## config.mk

```make
export PLATFORM = sky130hd
export DESIGN_NAME = pow2_arbiter
export DESIGN_NICKNAME = d
export VERILOG_FILES = /design/src/rtl/pow2_arbiter.sv
export SDC_FILE = /design/constraint.sdc
export NUM_CORES = 1
export LEC_CHECK = 0
export CORE_MARGIN = 3
export CORE_UTILIZATION = 45
export CTS_CLUSTER_SIZE = 24
export DETAILED_ROUTE_END_ITERATION = 8
export PLACE_DENSITY_LB_ADDON = 0.1
export SLEW_MARGIN = 20
export SYNTH_ARGS = -nofsm -noshare
export SYNTH_HDL_FRONTEND = slang
export SYNTH_SLANG_ARGS = --single-unit
```

## constraint.sdc

```tcl
create_clock -name i_clk -period 6.6 [get_ports i_clk]
set_input_delay 1.32 -clock i_clk [delete_from_list [all_inputs] [get_ports i_clk]]
set_output_delay 1.32 -clock i_clk [all_outputs]
set_load 0.02 [all_outputs]
```

## src/rtl/pow2_arbiter.sv

```systemverilog
// Round-robin front end sharing one single-precision squaring unit between N requesters,
// with a WAIT watchdog and a post-reset drain period for a unit that cannot be reset.
module pow2_arbiter #(
    parameter int N       = 4,
    parameter int TIMEOUT = 15,
    parameter int DRAIN   = 8
) (
    input  logic              i_clk,
    input  logic              i_rst,
    input  logic [N-1:0]      i_req_valid,
    input  logic [32*N-1:0]   i_req_x,
    output logic [N-1:0]      o_req_ready,
    output logic [N-1:0]      o_resp_valid,
    output logic [31:0]       o_resp_data,
    output logic              o_resp_err,
    output logic [31:0]       o_u_x,
    output logic              o_u_r_i,
    input  logic [31:0]       i_u_res,
    input  logic              i_u_err,
    input  logic              i_u_r_o
);

    localparam int GW = $clog2(N);
    localparam int WW = ($clog2(TIMEOUT + 1) > 4) ? $clog2(TIMEOUT + 1) : 4;
    localparam int DW = $clog2(DRAIN + 1);

    typedef enum logic [1:0] {S_DRAIN, S_IDLE, S_ISSUE, S_WAIT} state_t;

    state_t          r_state;
    logic [DW-1:0]   r_dcnt;
    logic [WW-1:0]   r_wcnt;
    logic [N-1:0]    r_pending;
    logic [31:0]     r_xb [N];
    logic [GW-1:0]   r_ptr;
    logic [GW-1:0]   r_g;
    logic [N-1:0]    r_resp_valid;
    logic [31:0]     r_resp_data;
    logic            r_resp_err;
    logic [31:0]     r_u_x;
    logic            r_u_r_i;

    logic            w_any;
    logic [GW-1:0]   w_next;
    logic [GW-1:0]   w_idx;

    // Nearest pending requester after the last grant wins, so nobody waits more than N-1 grants.
    always_comb begin
        w_any  = 1'b0;
        w_next = r_ptr;
        w_idx  = '0;
        for (int k = 1; k <= N; k++) begin
            w_idx = GW'((int'(r_ptr) + k) % N);
            if (!w_any && r_pending[w_idx]) begin
                w_any  = 1'b1;
                w_next = w_idx;
            end
        end
    end

    always_ff @(posedge i_clk) begin
        if (i_rst) begin
            r_state      <= S_DRAIN;
            r_dcnt       <= DW'(DRAIN - 1);
            r_wcnt       <= '0;
            r_pending    <= '0;
            r_ptr        <= GW'(N - 1);
            r_g          <= '0;
            r_resp_valid <= '0;
            r_resp_data  <= '0;
            r_resp_err   <= 1'b0;
            r_u_x        <= '0;
            r_u_r_i      <= 1'b0;
        end else begin
            r_resp_valid <= '0;
            r_u_r_i      <= 1'b0;

            for (int i = 0; i < N; i++) begin
                if (i_req_valid[i] && !r_pending[i]) begin
                    r_pending[i] <= 1'b1;
                    r_xb[i]      <= i_req_x[32*i +: 32];
                end
            end

            case (r_state)
                S_DRAIN: begin
                    if (r_dcnt == '0) begin
                        r_state <= S_IDLE;
                    end else begin
                        r_dcnt <= r_dcnt - 1'b1;
                    end
                end
                // Start pulse and operand are registered here so they appear exactly in ISSUE.
                S_IDLE: begin
                    if (w_any) begin
                        r_g     <= w_next;
                        r_u_x   <= r_xb[w_next];
                        r_u_r_i <= 1'b1;
                        r_state <= S_ISSUE;
                    end
                end
                S_ISSUE: begin
                    r_wcnt  <= '0;
                    r_state <= S_WAIT;
                end
                S_WAIT: begin
                    if (i_u_r_o) begin
                        r_resp_data       <= i_u_res;
                        r_resp_err        <= i_u_err;
                        r_resp_valid[r_g] <= 1'b1;
                        r_pending[r_g]    <= 1'b0;
                        r_ptr             <= r_g;
                        r_state           <= S_IDLE;
                    end else if (r_wcnt == WW'(TIMEOUT - 1)) begin
                        r_resp_data       <= '0;
                        r_resp_err        <= 1'b1;
                        r_resp_valid[r_g] <= 1'b1;
                        r_pending[r_g]    <= 1'b0;
                        r_ptr             <= r_g;
                        r_dcnt            <= DW'(DRAIN - 1);
                        r_state           <= S_DRAIN;
                    end else begin
                        r_wcnt <= r_wcnt + 1'b1;
                    end
                end
                default: r_state <= S_DRAIN;
            endcase
        end
    end

    assign o_req_ready  = ~r_pending;
    assign o_resp_valid = r_resp_valid;
    assign o_resp_data  = r_resp_data;
    assign o_resp_err   = r_resp_err;
    assign o_u_x        = r_u_x;
    assign o_u_r_i      = r_u_r_i;

endmodule

```

==> out/qor.txt <==
Endpoints failing setup: 0
Post-CTS Repair Setup Buffers: 0
Max cap viols: 0
Die Y: 141 microns
Synth cell count leaders: edfxtp_1 (128), dfxtp_1 (88), mux2i_1 (65), nor2_1 (46), nand2_1 (37)
Worst-Skew Late Latency: 490 ps
Max_slew headroom: 28.7%
Slew Limit Fails: 0
Antenna violations before repair: 0
Post-CTS Resized: 0
PortBufs: 241
CP Data Required Time: 5280 ps
Syn_area_per_cell: 14.9 sq um
Crit path buf inv count: 2
Main combinational cell family by area after synthesis: compound AO/OA/AOI/OAI gates
Adder-cell area share of the yosys netlist: 1.22%
Die area: 19900 sq um
Post-layout util: 65.2%
Status: complete, no violations
Nets: 973
Post-synth top area share: 46.9%
Antenna diodes: 0
Core area: 17600 sq um
CTS tree: yes
First drt pass iteration count: 5
Clock Sinks: 216
Critical Path Slowest Stage Cell: clkdlybuf4s50_1
GR Overflow Total: 0
Critical path class: register to output port
Detail Route Antenna Nets: 0
Ys flop type: edfxtp_1
Starting density of the core: 46.6%
Critical Path End Type: output port
Area growth, synth to finish: 40.0%
CTS Hold Bufs: 0
Die width: 141 microns
Synth cell types: 48
Post-synth top area cell: edfxtp_1
Largest net degree at the start of global routing: 60
Post-synthesis mux area share: 7.93%
Synth Warn #: 0
Rows: 48
Fin crit share: 44.4%
Clock period minus worst slack: 2930 ps
CTS root buffer: clkbuf_16
Reg clk slew, reported paths: 60 ps
Leak: 0.00404 uW
Critical Path AT: 1610 ps
Syn Inst Count: 550
Layout cell share with drive strength beyond 1: 11.3%
Vias in the first global route: 5879
Total global-route track usage: 19.6%
Crit-path leading delay family: buffers and inverters
EDFF count, synth: 128
Most frequent cell after synthesis: edfxtp_1
Fmax: 342 MHz
CP max stage delay: 550 ps
Vias per inst: 5.23
Final Skew: 10.4 ps
Htree depth: 1
Hold Vio Cnt, Final: 0
Post-synthesis xor/xnor area fraction: 0.427%
DRC viols: 0
Unrepaired setup endpoints after global routing: false
CP Max Fanout: 7
First-pass GRT wire length: 31000 microns
Register area share after synthesis: 68.3%
DRC violation total after the first TritonRoute iteration: 297
Mapped Area: 8200 sq um
Worst hold path class: register to register
Fillers: 1264
Num CTS Buffers: 23
Post-detailed-route wirelength per cell: 19.3 microns
Synth area leaders: edfxtp_1 (47%), dfxtp_1 (21%), mux2i_1 (7.9%)
PwrDens: 288 nW/um^2
Dpl hpwl: 13800 microns
Fin Setup TNS: 0 ps
Total Wirelength: 20000 microns
FFs w/ async S/R, synth: 0%
Worst slew pin tran: 1070 ps
Startpoint Class: register
CTS Buffer Depth: 3
Total chip power: 3310 uW
Synth Area in Simple Gates: 7.44%
Post-synthesis net count: 726
Worst path cell trace: inv_1 -> clkdlybuf4s50_1
Worst hold slack: 464 ps
Max VDD drop: 0.281 mV
Synth Area in Compound Gates: 11.1%
Synth Register Bits: 216
I/O pin count: 242
GP Congestion: 0.771
Via count: 5431
==> metal layers <==
metal	routed length (microns)	vias up	track usage (%)
met5	0	-	0
met2	10200	185	34.9
met3	1530	17	5.70
met1	8020	2655	23.9
met4	263	0	3.57
li1	-	2574	-
==> tightest hold or removal path, stage by stage (launching register included) <==
cell	delay, ps
dfxtp_1	320
nand2_1	60
o221ai_2	50
==> cells in the final DEF, fill, tap and decap left out, drive strengths merged, types with 13 or more instances in the layout <==
cell	instances
nor2	47
mux2i	65
dfxtp	88
o221ai	31
a22oi	32
edfxtp	128
clkbuf	31
nand2	38
clkdlybuf4s50	240
buf	13
==> per-stage QoR <==
stage                     setup slack (ps)  cells  cell area [sq um]
after floorplan                       2210    550               8200
after global routing                  3580   1038              11500
final                                 3670   1038              11500
after detailed placement              3140    997              10800
after global placement                3140    997              10800
after CTS                             3650   1038              11500
==> report_power, final <==
part           leakage [uW]  internal, uW  switching (uW)  total, uW
clock              0.000351           729             486       1220
combinational       0.00180           266             261        528
sequential          0.00190          1520            46.4       1560
total               0.00404          2510             793       3310
==> layout make-up <==
class	count	area, sq um	share of cell area [%]
Clock inverter	10	96.3	0.839
Timing Repair Buffer	253	2500	21.8
Multi-Input combinational cell	291	2340	20.4
Clock buffer	31	616	5.36
Inverter	12	45.0	0.392
Tap cell	225	282	2.45
Sequential cell	216	5610	48.8
==> flip-flops by register name (all words and copies together), names as in the netlist <==
register,count
r_ptr,2
r_g,2
r_xb,128
o_u_x,32
o_resp_valid,4
r_dcnt,4
o_u_r_i,1
r_state,2
r_wcnt,4
o_resp_data,32
o_resp_err,1
r_pending,4
==> path summary, 6_finish.rpt <==
path,depth (start not counted),startpoint,slack (ps),endpoint
worst min-delay path,2,o_u_x[31],460,o_u_x[31]
worst min register to register,2,o_u_x[31],460,o_u_x[31]
worst max register to register,5,r_pending[1],4230,o_u_x[27]
worst max-delay path,2,r_pending[1],3670,o_req_ready[1]
==> cells by family after synthesis <==
group | after synthesis
simple gates | 125
fa+ha+maj | 8
xor+xnor | 4
mux | 65
buf+inv | 43
flops | 216
compound gates | 89
No activity file was read; power rests on OpenSTA's default activity.
